--- config.mk ---
export PLATFORM = sky130hd
export DESIGN_NAME = div_signfix_stage
export DESIGN_NICKNAME = d
export VERILOG_FILES = /design/src/rtl/div_signfix_stage.sv
export SDC_FILE = /design/constraint.sdc
export NUM_CORES = 1
export LEC_CHECK = 0
export ABC_AREA = 1
export BUFFER_PORTS_ARGS = -buffer_cell sky130_fd_sc_hd__buf_2
export CAP_MARGIN = 0
export CORE_MARGIN = 3
export CORE_UTILIZATION = 50
export CTS_CLUSTER_DIAMETER = 100
export DETAILED_ROUTE_END_ITERATION = 10
export PLACE_DENSITY = 0.87
export SLEW_MARGIN = 20
export SYNTH_ARGS = -nofsm -noshare
export SYNTH_HDL_FRONTEND = slang
export SYNTH_SLANG_ARGS = --single-unit
export TNS_END_PERCENT = 100
--- constraint.sdc ---
create_clock -name clk -period 1.44 [get_ports clk]
set_clock_uncertainty 0.05 [all_clocks]
set_input_delay 0 -clock clk [delete_from_list [all_inputs] [get_ports clk]]
set_output_delay 0 -clock clk [all_outputs]
set_load 0.05 [all_outputs]
--- src/rtl/div_signfix_stage.sv ---
// div_signfix_stage: signed divider last stage with sign fix, saturation, divide-by-zero flag and 2-entry skid output
// Define DIVZERO_CNT_EN to add the saturating divide-by-zero event counter behind dz_count/cnt_clr.
module div_signfix_stage #(
  parameter int QW = 16,
  parameter int RW = 16,
  parameter int CNT_W = 8
) (
  input  logic             clk,
  input  logic             reset,
  input  logic             in_valid,
  output logic             in_ready,
  input  logic [QW-1:0]    quotient_in,
  input  logic [RW-1:0]    remainder_in,
  input  logic             neg_divisor_in,
  input  logic             neg_dividend_in,
  input  logic             divisor_no_cero_in,
  output logic             out_valid,
  input  logic             out_ready,
  output logic [QW-1:0]    quotient_out,
  output logic [RW-1:0]    remainder_out,
  output logic             ovf_out,
  output logic             dz_out,
  input  logic             cnt_clr,
  output logic [CNT_W-1:0] dz_count
);
  typedef struct packed {
    logic [QW-1:0] q;
    logic [RW-1:0] r;
    logic          ovf;
    logic          dz;
  } payloadT;
  typedef enum logic [1:0] {EMPTY, ONE, TWO} stateT;
  localparam logic [QW-1:0] qMax = {1'b0, {(QW-1){1'b1}}};
  localparam logic [QW-1:0] qMin = {1'b1, {(QW-1){1'b0}}};
  stateT   state;
  payloadT mainP, skidP, newP;
  logic    inv, accept, pop;
  assign in_ready  = state != TWO;
  assign out_valid = state != EMPTY;
  assign accept    = in_valid & in_ready;
  assign pop       = out_valid & out_ready;
  assign {quotient_out, remainder_out, ovf_out, dz_out} = mainP;
  // A magnitude of exactly 2^(QW-1) is representable only when negated.
  always_comb begin
    inv      = neg_dividend_in ^ neg_divisor_in;
    newP.dz  = !divisor_no_cero_in;
    newP.ovf = divisor_no_cero_in & (inv ? quotient_in > qMin : quotient_in[QW-1]);
    newP.q   = !divisor_no_cero_in ? (neg_dividend_in ? qMin : qMax) :
               newP.ovf ? (inv ? qMin : qMax) : inv ? -quotient_in : quotient_in;
    newP.r   = !divisor_no_cero_in ? '0 : neg_dividend_in ? -remainder_in : remainder_in;
  end
  always_ff @(posedge clk) begin
    if (!reset) begin
      state <= EMPTY;
      mainP <= '0;
      skidP <= '0;
    end else begin
      case (state)
        EMPTY: if (accept) begin
          mainP <= newP;
          state <= ONE;
        end
        ONE: if (accept && pop) mainP <= newP;
        else if (accept) begin
          skidP <= newP;
          state <= TWO;
        end else if (pop) state <= EMPTY;
        TWO: if (pop) begin
          mainP <= skidP;
          state <= ONE;
        end
        default: state <= EMPTY;
      endcase
    end
  end
`ifdef DIVZERO_CNT_EN
  logic [CNT_W-1:0] dzCnt;
  always_ff @(posedge clk) begin
    if (!reset || cnt_clr) dzCnt <= '0;
    else if (accept && !divisor_no_cero_in && !(&dzCnt)) dzCnt <= dzCnt + CNT_W'(1);
  end
  assign dz_count = dzCnt;
`else
  logic unusedCntClr;
  assign unusedCntClr = cnt_clr;
  assign dz_count     = '0;
`endif
endmodule

Word-level counts from Yosys, hierarchy flattened:

Index checks and enable logic that the tools add are counted.

* register bits after elaboration: 70
* latch bits: 0
* bits in writable memories: 0
* bits in read-only memories: 0
* input port bits: 40
* memories kept: 0

* $add $sub $neg: 2
* multiply operators: 0
* divide/modulo/power cells: 0
* order comparisons: 1
* equal/unequal tests: 8
* shift-type cells: 0
* multiplexer cells: 18
* bitwise logic cells: 5
* reduce and logical (&&, ||, !) cells: 8

Operators with widths (number)
* $mux 16: 7
* $mux 34: 3
* $pmux 34 s3: 1
* $neg 16->16: 2
* $gt 16x16->1 const B: 1
* $mux 2: 5
* $ne 2x2->1 const B: 5
* $reduce_and 4->1: 2
* $pmux 2 s3: 1
* $and 1x1->1: 3
* $ne 3x3->1 const B: 1
* $reduce_and 3->1: 1
* $reduce_bool 3->1: 1
* $eq 2x1->1 const B: 1
* $eq 2x2->1 const B: 1
* $logic_not 2->1: 1
* $reduce_bool 2->1: 1
* $logic_and 1x1->1: 1
* $logic_not 1->1: 1
* $mux 1: 1
* $not 1->1: 1
* $xor 1x1->1: 1

Longest topological paths before layout:

Gate-level depths: netlist of run 1.

* depth in word-level cells: 7
* depth in mapped cells: 15

Least setup slack after synthesis of run 1:

OpenSTA, ideal clock, no wires.

* path kind: flip-flop to flip-flop
* start: register state[0]
* end: register mainP, in the netlist remainder_out[1]
* data arrival time: 1.346 ns
* required time: 1.271 ns
* setup slack: -0.075 ns
* stages on the path, launching flop included: 8
* buffers on the path: 2
* path through: dfxtp_1 -> nor2_1 -> nor2_1 -> or3_1 -> buf_2 -> clkbuf_1 -> a211oi_1 -> nor2_1

* longest elaborated chain between the ends: 5

RTL lines
* start: declaration: RTL line 35 `stateT state;`
* start signal: assignment: RTL line 54 `state <= EMPTY;`
* start signal: assignment: RTL line 61 `state <= ONE;`
* start signal: assignment: RTL line 66 `state <= TWO;`
* $ne 2x2->1 or $reduce_bool 2->1 (tied branches): RTL line 38, 39
* $and 1x1->1, on equally long branches: RTL line 40, 41
* $logic_and 1x1->1: RTL line 63 `ONE: if (accept && pop) mainP <= newP;`
* $ne 2x2->1 (no source line)
* $reduce_and 4->1 (no source line)
* end signal: assignment: RTL line 60 `mainP <= newP;`
* end signal: assignment: RTL line 63
* end signal: assignment: RTL line 69 `mainP <= skidP;`
* end: declaration: RTL line 36 `payloadT mainP, skidP, newP;`

Parallel ways exist; a longest one is shown, timed or not.
A chain may end at the register's enable or synchronous reset.

Worst setup path in the final report of run 1:

* start: register state[1]
* end: register mainP, in the netlist quotient_out[14]

Same word-level chain as after synthesis.

==> metrics.csv, run 1 <==
metric,value,unit
status,"finished, violations left",
failing checks,setup timing,
post-synthesis cell type count,33,
wire per inst,14.20,um
biggest area consumer among synthesized cells,dfxtp_1,
sequential-to-total area share from yosys stat,34.76,%
vias after detailed routing,4633,
"Min Clock Period, post-route",1.551,ns
Int Pwr,3.453,mW
Comb pwr share,28.0,%
Overall Global Routing Usage,27.03,%
Post-Synthesis Cell Area,0.004031,sq mm
Mapped Cells,636,
critical path arrival,1.74,ns
R2R depth,7,
"Period Utilization, post-route",107.7,%
most frequent cells in the layout,"nand2_1, nor2_1, buf_2",
Synth warnings,0,
layout cells sized above 1,23.01,%
clk slew on worst S/H paths,0.08,ns
clock share of power,31.4,%
Num CTS Buffers,9,
largest net degree at the start of global routing,56,
Final Max Tran Viols,0,
PortBufs,74,
row count,32,
GRT overflow,0,
CP startpoint,state[1],
area of placed instances,0.004747,sq mm
max-cap viol count,0,
worst vdd ir,0.7800,mV
ANT cells,0,
num ports,84,
core area,0.007767,sq mm
Post-route DRC,0,
CTS tree,yes,
"FF+latch count, synth",70,
synth-to-layout area growth,30.91,%
CP startpoint kind,register,
power density cells,993.9,mW/mm^2
"Worst Path Class, Setup",register to register,
Final HPWL DP,8.211,mm
Max stage delay on crit path,0.40,ns
first-pass GRT wire length,19.80,mm
"antenna viol nets, final",0,
root buffer cell,clkbuf_8,
Max Fclk,0.6449,GHz
syn_area_per_cell,6.339,sq um
critical-path cell list,nor2_4 > nor2_2 > or3_4 > buf_4 > buf_16 > nand2_1 > a21oi_1,
"worst slack, placed",-0.1832,ns
CP Depth,7,
Worst path top cell family by delay,simple AND/OR/NAND/NOR gates,
DIE WIDTH,95.79,um
Synth top area share,34.76,%
Hold Fails Final Rpt,0,
slowest CP cell,or3_4,
initial detailed-routing violation count,384,
vias per inst,5.425,
Worst setup EP type,register,
leakage power,2.733,nW
vias in the first global route,4497,
sw frac,34.17,%
Final nets,789,
GPL Wtd Cong,0.9012,
critical path endpoint,quotient_out[14],
die height,95.79,um
Synth area leaders,"dfxtp_1, nand2_1, a21oi_1",
part of the power in registers,40.6,%
RSZ-0062 raised after global routing,true,
die area,0.009176,sq mm
CTS max path bufs,2,
initial antenna violation count,0,
Worst-Skew Late Latency,0.35,ns
Buf/Inv on CP,2,
crit-path max FO,11,
worst r2r src,state[1],
R2R Path End,quotient_out[14],
"most common cell after layout, fill and taps aside",nand2_1,
final setup violation count,36,
WP data required,1.63,ns
switching power,1.792,mW
Hold/Removal Path Class,input pin to register,
final setup margin,-0.1105,ns
clock sinks,70,
reg2reg setup slack,-0.11,ns
Initial Util,51.90,%
Final Instance Area,0.005278,sq mm
WL final,12.13,mm
H-tree depth,3,
iteration count of the initial detailed-routing pass,5,
-- repair_timing --
action	4_1_cts	5_1_grt
gates cloned	1	4
endpoints found under the hold margin	19	0
setup buffers	2	1
hold buffers	9	0
endpoints found under the setup margin	36	49
gates resized for setup	23	5
pin swaps	0	5
-- worst min path at each step --
stage | startpoint | endpoint | slack [ns] | depth (start not counted)
2_1_floorplan | remainder_in[0] | skidP[2] | 0.1 | 2
3_3_place_gp | out_ready | state[0] | 0.24 | 4
3_5_place_dp | in_valid | state[0] | 0.26 | 4
4_1_cts | remainder_in[5] | skidP[7] | 0.006 | 5
5_1_grt | remainder_in[0] | skidP[2] | 0.04 | 4
6_report | remainder_in[0] | skidP[2] | 0.02 | 4
-- cell type report --
type | instances | area [sq um]
fill | 620 | 2490
multi-input combinational | 462 | 2223
sequential | 70 | 1404
timing repair buffer | 138 | 1061
inverter | 66 | 260.3
clock buffer | 13 | 158.9
tap | 102 | 127.6
clock inverter | 3 | 42.54
-- logic make-up (layout without fill, tap and decap cells) --
| kind of cell | after synthesis | after routing | synth area share (%) |
|---|---|---|---|
| compound gates | 158 | 158 | 21.14 |
| fa+ha+maj | 2 | 2 | 0.6206 |
| flops | 70 | 70 | 34.76 |
| buf+inv | 111 | 220 | 12.01 |
| simple gates | 287 | 287 | 29.86 |
| other cells | 1 | 8 | 0.09302 |
| xor+xnor | 7 | 7 | 1.521 |
-- metrics by stage --
stage / setup TNS (ns) / cells / hold WS [ns] / power (mW) / util (%)
after global placement: -3.725 / 821 / 0.2435 / 3.473 / 61.11
after detailed placement: -6.409 / 821 / 0.2572 / 3.508 / 61.11
after CTS: -1.317 / 849 / 0.005822 / 5.210 / 66.38
after floorplan: -0.2178 / 643 / 0.09717 / 3.111 / -
after global routing: -4.785 / 854 / 0.04411 / 5.473 / 67.94
final: -2.358 / 854 / 0.02190 / 5.245 / 67.94
-- layer usage --
| metal | share of wire [%] | global-route usage, % | wire (um) | up-vias |
|---|---|---|---|---|
| li1 | - | - | - | 2277 |
| met1 | 40 | 31.25 | 4806 | 2112 |
| met2 | 51 | 48.06 | 6154 | 213 |
| met3 | 6.9 | 5.786 | 833 | 31 |
| met4 | 2.7 | 11.26 | 332 | 0 |
| met5 | 0 | 0 | 0 | - |
-- sequential cells by signal, indices dropped and copies added (netlist names) --
| name | flops |
|---|---|
| dz_out | 1 |
| remainder_out | 16 |
| skidP | 34 |
| quotient_out | 16 |
| ovf_out | 1 |
| state | 2 |
-- synthesized netlist by cell type (all sizes together) --
master,number
nand3,51
o2111ai,1
xnor2,4
nand2,147
a21o,1
ha,2
nor2,79
xor2,3
o211ai,13
clkbuf,19
conb,1
or3,1
dfxtp,70
a21oi,71
inv,66
buf,26
a31oi,2
o21a,1
a211oi,1
nand4,5
o21ai,67
nor3,4
o221ai,1
-- power by group through the flow --
| stage | registers (mW) | logic (mW) | clock network, mW |
|---|---|---|---|
| 2_1_floorplan | 2.44 | 0.676 | 0 |
| 6_report | 2.13 | 1.47 | 1.65 |
| 3_3_place_gp | 2.16 | 1.31 | 0 |
| 5_1_grt | 2.14 | 1.60 | 1.73 |
| 3_5_place_dp | 2.17 | 1.34 | 0 |
| 4_1_cts | 2.13 | 1.42 | 1.66 |
-- worst reg2reg max path: cells and delay by family (launching register included) --
family                 cells  cell delay (ns)
buffers and inverters      2             0.32
AO/OA/AOI/OAI              1             0.07
AND/OR/NAND/NOR            4             0.64
flip-flops                 1             0.35
Note: power is estimated with default switching activity, not from simulation.
==> inputs of run 2 (changes only) <==
--- a/config.mk
+++ b/config.mk
@@ -14,4 +14,5 @@
 export DETAILED_ROUTE_END_ITERATION = 10
 export PLACE_DENSITY = 0.87
+export SKIP_CTS_REPAIR_TIMING = 1
 export SLEW_MARGIN = 20
 export SYNTH_ARGS = -nofsm -noshare
==> constraint.sdc (replaced) <==
create_clock -name clk -period 1.44 [get_ports clk]
set_clock_uncertainty 0.05 [all_clocks]
set_input_delay 0.432 -clock clk [delete_from_list [all_inputs] [get_ports clk]]
set_output_delay 0.432 -clock clk [all_outputs]
set_load 0.05 [all_outputs]
==> metrics.csv, run 2 (synthesis gave the netlist of run 1 again) <==
metric,value,unit,change
Overall Global Routing Usage,27.70,%,was 27.03%
R2R Path End,dz_out,,was quotient_out[14]
slowest CP cell,or3_4,,unchanged
Initial Util,51.90,%,unchanged
core area,0.007767,sq mm,unchanged
root buffer cell,clkbuf_8,,unchanged
failing checks,setup timing,,unchanged
num ports,84,,unchanged
Post-route DRC,0,,unchanged
"Min Clock Period, post-route",1.736,ns,was 1.551 ns
Num CTS Buffers,9,,unchanged
Max Fclk,0.5761,GHz,was 0.6449 GHz
Final nets,829,,was 789
layout cells sized above 1,45.08,%,was 23.01%
synth-to-layout area growth,60.80,%,was 30.91%
"most common cell after layout, fill and taps aside",buf_4,,was nand2_1
part of the power in registers,36.8,%,was 40.6%
WP data required,1.67,ns,was 1.63 ns
initial detailed-routing violation count,682,,was 384
filler cell count,426,,was 620
Final Max Tran Viols,0,,unchanged
"antenna viol nets, final",0,,unchanged
final setup violation count,54,,was 36
CTS tree,yes,,unchanged
leakage power,3.114,nW,was 2.733 nW
switching power,2.127,mW,was 1.792 mW
sw frac,36.59,%,was 34.17%
critical-path cell list,nor2_2 > nor2_1 > or3_4 > inv_8 > buf_12 > o21ai_0 > a31oi_1,,was nor2_4 > nor2_2 > or3_4 > buf_4 > buf_16 > nand2_1 > a21oi_1
ANT cells,0,,unchanged
largest net degree at the start of global routing,35,,was 56
worst vdd ir,0.7962,mV,was 0.7800 mV
"Power, Total",5.813,mW,was 5.245 mW
clock share of power,28.9,%,was 31.4%
wire per inst,18.57,um,was 14.20 um
row count,32,,unchanged
Hold Fails Final Rpt,0,,unchanged
max reg flops,34,,unchanged
PortBufs,74,,unchanged
H-tree depth,3,,unchanged
RSZ-0062 raised after global routing,true,,unchanged
iteration count of the initial detailed-routing pass,5,,unchanged
area of placed instances,0.005226,sq mm,was 0.004747 sq mm
clock sinks,70,,unchanged
DIE WIDTH,95.79,um,unchanged
vias after detailed routing,5303,,"was 4,633"
CP Depth,7,,unchanged
most frequent cells in the layout,"buf_4, nand2_1, dfxtp_1",,"was nand2_1, nor2_1, buf_2"
critical path arrival,1.97,ns,was 1.74 ns
vias per inst,5.932,,was 5.425
GRT overflow,0,,unchanged
Int Pwr,3.686,mW,was 3.453 mW
CP startpoint kind,register,,unchanged
GPL Wtd Cong,0.9161,,was 0.9012
die height,95.79,um,unchanged
hold slack final,0.3318,ns,was 0.02190 ns
reg2reg setup slack,-0.30,ns,was -0.11 ns
Comb pwr share,34.3,%,was 28.0%
Worst-Skew Late Latency,0.36,ns,was 0.35 ns
"Worst Path Class, Setup",register to register,,unchanged
Worst setup EP type,register,,unchanged
Biggest register,skidP,,unchanged
max-cap viol count,0,,unchanged
Final HPWL DP,8.982,mm,was 8.211 mm
Final Instance Area,0.006482,sq mm,was 0.005278 sq mm
final setup margin,-0.2957,ns,was -0.1105 ns
CP startpoint,state[1],,unchanged
Worst path top cell family by delay,simple AND/OR/NAND/NOR gates,,unchanged
R2R depth,7,,unchanged
"Period Utilization, post-route",120.5,%,was 107.7%
Max stage delay on crit path,0.45,ns,was 0.40 ns
clk slew on worst S/H paths,0.08,ns,about the same
status,"finished, violations left",,unchanged
Buf/Inv on CP,2,,unchanged
CTS max path bufs,2,,unchanged
initial antenna violation count,0,,unchanged
fin util,83.46,%,was 67.94%
WL final,16.60,mm,was 12.13 mm
power density cells,896.7,mW/mm^2,was 993.9 mW/mm^2
crit-path max FO,9,,was 11
Hold/Removal Path Class,input pin to register,,unchanged
worst r2r src,state[1],,unchanged
die area,0.009176,sq mm,unchanged
hold path startpoint,remainder_in[0],,unchanged
vias in the first global route,4752,,"was 4,497"
critical path endpoint,dz_out,,was quotient_out[14]
first-pass GRT wire length,20.06,mm,was 19.80 mm
[run 2: changes by cell type in the layout (fill, tap and decap cells not counted), sizes merged]
cell         before  now
dlygate4sd3       9    0
clkbuf           17   37
buf             125  153
inv              66   65
clkinv            1    2
nand2           147  148
[run 2: area by class of cell]
type	count	area, sq um	area share [%]
clock inverters	3	42.54	0.6562
repair buffers	177	1493	23.03
inverters	66	312.8	4.825
flip-flops and latches	70	1406	21.69
well taps	102	127.6	1.969
multi-input cells	463	2942	45.38
clock buffers	13	158.9	2.451
[run 2: worst min path at each step]
stage	cells after the start	to	slack, ns
after floorplan	2	dz_out	0.40
after global placement	2	quotient_out[7]	0.40
after detailed placement	2	quotient_out[5]	0.40
after CTS	3	skidP[2]	0.31
after global routing	3	skidP[2]	0.35
final	3	skidP[2]	0.33
[run 2: metrics by stage]
| stage | instances | setup slack, ns | TNS, ns |
|---|---|---|---|
| floorplan | 643 | -0.2575 | -6.828 |
| global placement | 863 | -0.4296 | -19.53 |
| detailed placement | 863 | -0.5308 | -23.47 |
| CTS | 879 | -0.3843 | -9.576 |
| global route | 894 | -0.3856 | -13.19 |
| finish | 894 | -0.2957 | -9.828 |
[run 2: routing by layer]
metal / global-route usage [%] / part of all wire, %
met1: 30.31 / 36
met5: 0 / 0
met2: 49.86 / 49
met4: 14.69 / 6.7
met3: 5.786 / 8.5
[run 2: power by group through the flow]
stage               registers (mW)  clock network [mW]  logic, mW
finish                        2.14                1.68       2.00
global route                  2.15                1.73       2.12
CTS                           2.12                1.66       1.50
detailed placement            2.17                   0       1.49
global placement              2.16                   0       1.45
floorplan                     2.44                   0      0.741
[run 2: worst min-delay path: cells and delay by family]
kind | cells | cell delay [ns]
AO/OA/AOI/OAI | 1 | 0.05
AND/OR/NAND/NOR | 1 | 0.07
buffers and inverters | 1 | 0.14
==> inputs of run 3 (changes only) <==
BUFFER_PORTS_ARGS = unset   (was -buffer_cell sky130_fd_sc_hd__buf_2)
CORE_UTILIZATION = 55   (was 50)
DONT_BUFFER_PORTS = 1   (was unset)
PLACE_DENSITY = 0.83   (was 0.87)
==> metrics.csv, run 3 (synthesis gave the netlist of run 1 again) <==
metric,value,unit,change
status,"finished, violations left",,unchanged
failing checks,setup timing,,unchanged
initial antenna violation count,1,,was 0
iteration count of the initial detailed-routing pass,5,,unchanged
wire per inst,16.44,um,was 18.57 um
vias per inst,5.827,,was 5.932
die area,0.008393,sq mm,was 0.009176 sq mm
GRT overflow,0,,unchanged
WP data required,0.96,ns,was 1.67 ns
RSZ-0062 raised after global routing,true,,unchanged
vias in the first global route,4083,,"was 4,752"
Initial Util,58.05,%,was 51.90%
critical path arrival,1.18,ns,was 1.97 ns
layout cells sized above 1,26.96,%,was 45.08%
Final HPWL DP,8.122,mm,was 8.982 mm
most frequent cells in the layout,"nand2_1, nor2_1, buf_4",,"was buf_4, nand2_1, dfxtp_1"
clk slew on worst S/H paths,0.08,ns,about the same
H-tree depth,3,,unchanged
DIE WIDTH,91.62,um,was 95.79 um
CTS max path bufs,2,,unchanged
"Min Clock Period, post-route",1.665,ns,was 1.736 ns
reg2reg setup slack,-0.18,ns,was -0.30 ns
Num CTS Buffers,9,,unchanged
Worst-Skew Late Latency,0.34,ns,was 0.36 ns
GPL Wtd Cong,0.8814,,was 0.9161
CP startpoint kind,register,,unchanged
Total Neg Setup Slack,-4.602,ns,was -9.828 ns
Worst setup EP type,output port,,was register
max reg flops,34,,unchanged
root buffer cell,clkbuf_8,,unchanged
row count,30,,was 32
initial detailed-routing violation count,429,,was 682
Post-route DRC,0,,unchanged
"antenna viol nets, final",0,,unchanged
clock sinks,70,,unchanged
Hold Fails Final Rpt,0,,unchanged
Max Fclk,0.6005,GHz,was 0.5761 GHz
Hold/Removal Path Class,input pin to register,,unchanged
WL final,13.12,mm,was 16.60 mm
"Period Utilization, post-route",115.7,%,was 120.5%
synth-to-layout area growth,33.33,%,was 60.80%
PortBufs,0,,was 74
power density cells,1012,mW/mm^2,was 896.7 mW/mm^2
Final Max Tran Viols,0,,unchanged
worst vdd ir,0.7488,mV,was 0.7962 mV
core area,0.006944,sq mm,was 0.007767 sq mm
"most common cell after layout, fill and taps aside",nand2_1,,was buf_4
"non-filler cells, final",798,,was 894
first-pass GRT wire length,18.91,mm,was 20.06 mm
die height,91.62,um,was 95.79 um
leakage power,2.594,nW,was 3.114 nW
largest net degree at the start of global routing,52,,was 35
"Worst Path Class, Setup",register to output port,,was register to register
final setup margin,-0.2254,ns,was -0.2957 ns
max-cap viol count,0,,unchanged
fin util,77.41,%,was 83.46%
placed insts,766,,was 863
crit-path max FO,7,,was 9
Final nets,738,,was 829
vias after detailed routing,4650,,"was 5,303"
Overall Global Routing Usage,27.22,%,was 27.70%
CTS tree,yes,,unchanged
Biggest register,skidP,,unchanged
final setup violation count,41,,was 54
num ports,84,,unchanged
run 3: cell types whose count changed in the layout (fill, tap and decap cells not counted), sizes merged:
cell    before  now
buf        153   80
bufinv       1    2
clkbuf      37   17
clkinv       2    3
diode        0    1
run 3: power by group:
| part | internal [mW] | switching, mW | total (mW) |
|---|---|---|---|
| Combinational | 0.514 | 0.860 | 1.37 |
| Sequential | 2.06 | 0.157 | 2.22 |
| Clock | 1.07 | 0.778 | 1.85 |
run 3: routing by layer:
layer / global-route usage (%) / vias to the layer above / wire length [um]
li1: - / 2186 / -
met1: 35.36 / 2111 / 4975
met5: 0 / - / 0
met3: 9.434 / 40 / 1575
met4: 8.417 / 0 / 417
met2: 42.42 / 313 / 6151
run 3: cell type report:
cell class              count  area, sq um
multi-input cells         463         2425
fillers                   484         1569
flip-flops and latches     70         1419
repair buffers             86        883.3
inverters                  66        292.8
clock buffers              11        151.4
well taps                  96        120.1
clock inverters             5        81.33
diodes                      1        2.502
run 3: worst paths after layout:
path / startpoint / to / depth (start not counted)
max: state[1] / in_ready / 4
min: divisor_no_cero_in / skidP[0] / 1
max reg2reg: state[1] / remainder_out[0] / 7
min reg2reg: quotient_out[15] / quotient_out[15] / 2
run 3: worst max-delay path, cell delays in order (launching register included):
cell      delay, ns
dfxtp_4        0.38
inv_1          0.08
nor2_4         0.15
clkinv_4       0.07
buf_12         0.16
run 3: per-stage QoR:
stage | setup slack, ns | hold slack, ns | cell area, sq um | total power [mW]
2_1_floorplan | -0.2575 | 0.4042 | 4289 | 3.179
3_3_place_gp | -0.3376 | 0.4028 | 4746 | 3.429
3_5_place_dp | -0.3523 | 0.4103 | 4746 | 3.467
4_1_cts | -0.3324 | 0.1122 | 4979 | 5.286
5_1_grt | -0.2850 | 0.1237 | 5375 | 5.653
6_report | -0.2254 | 0.1309 | 5375 | 5.441
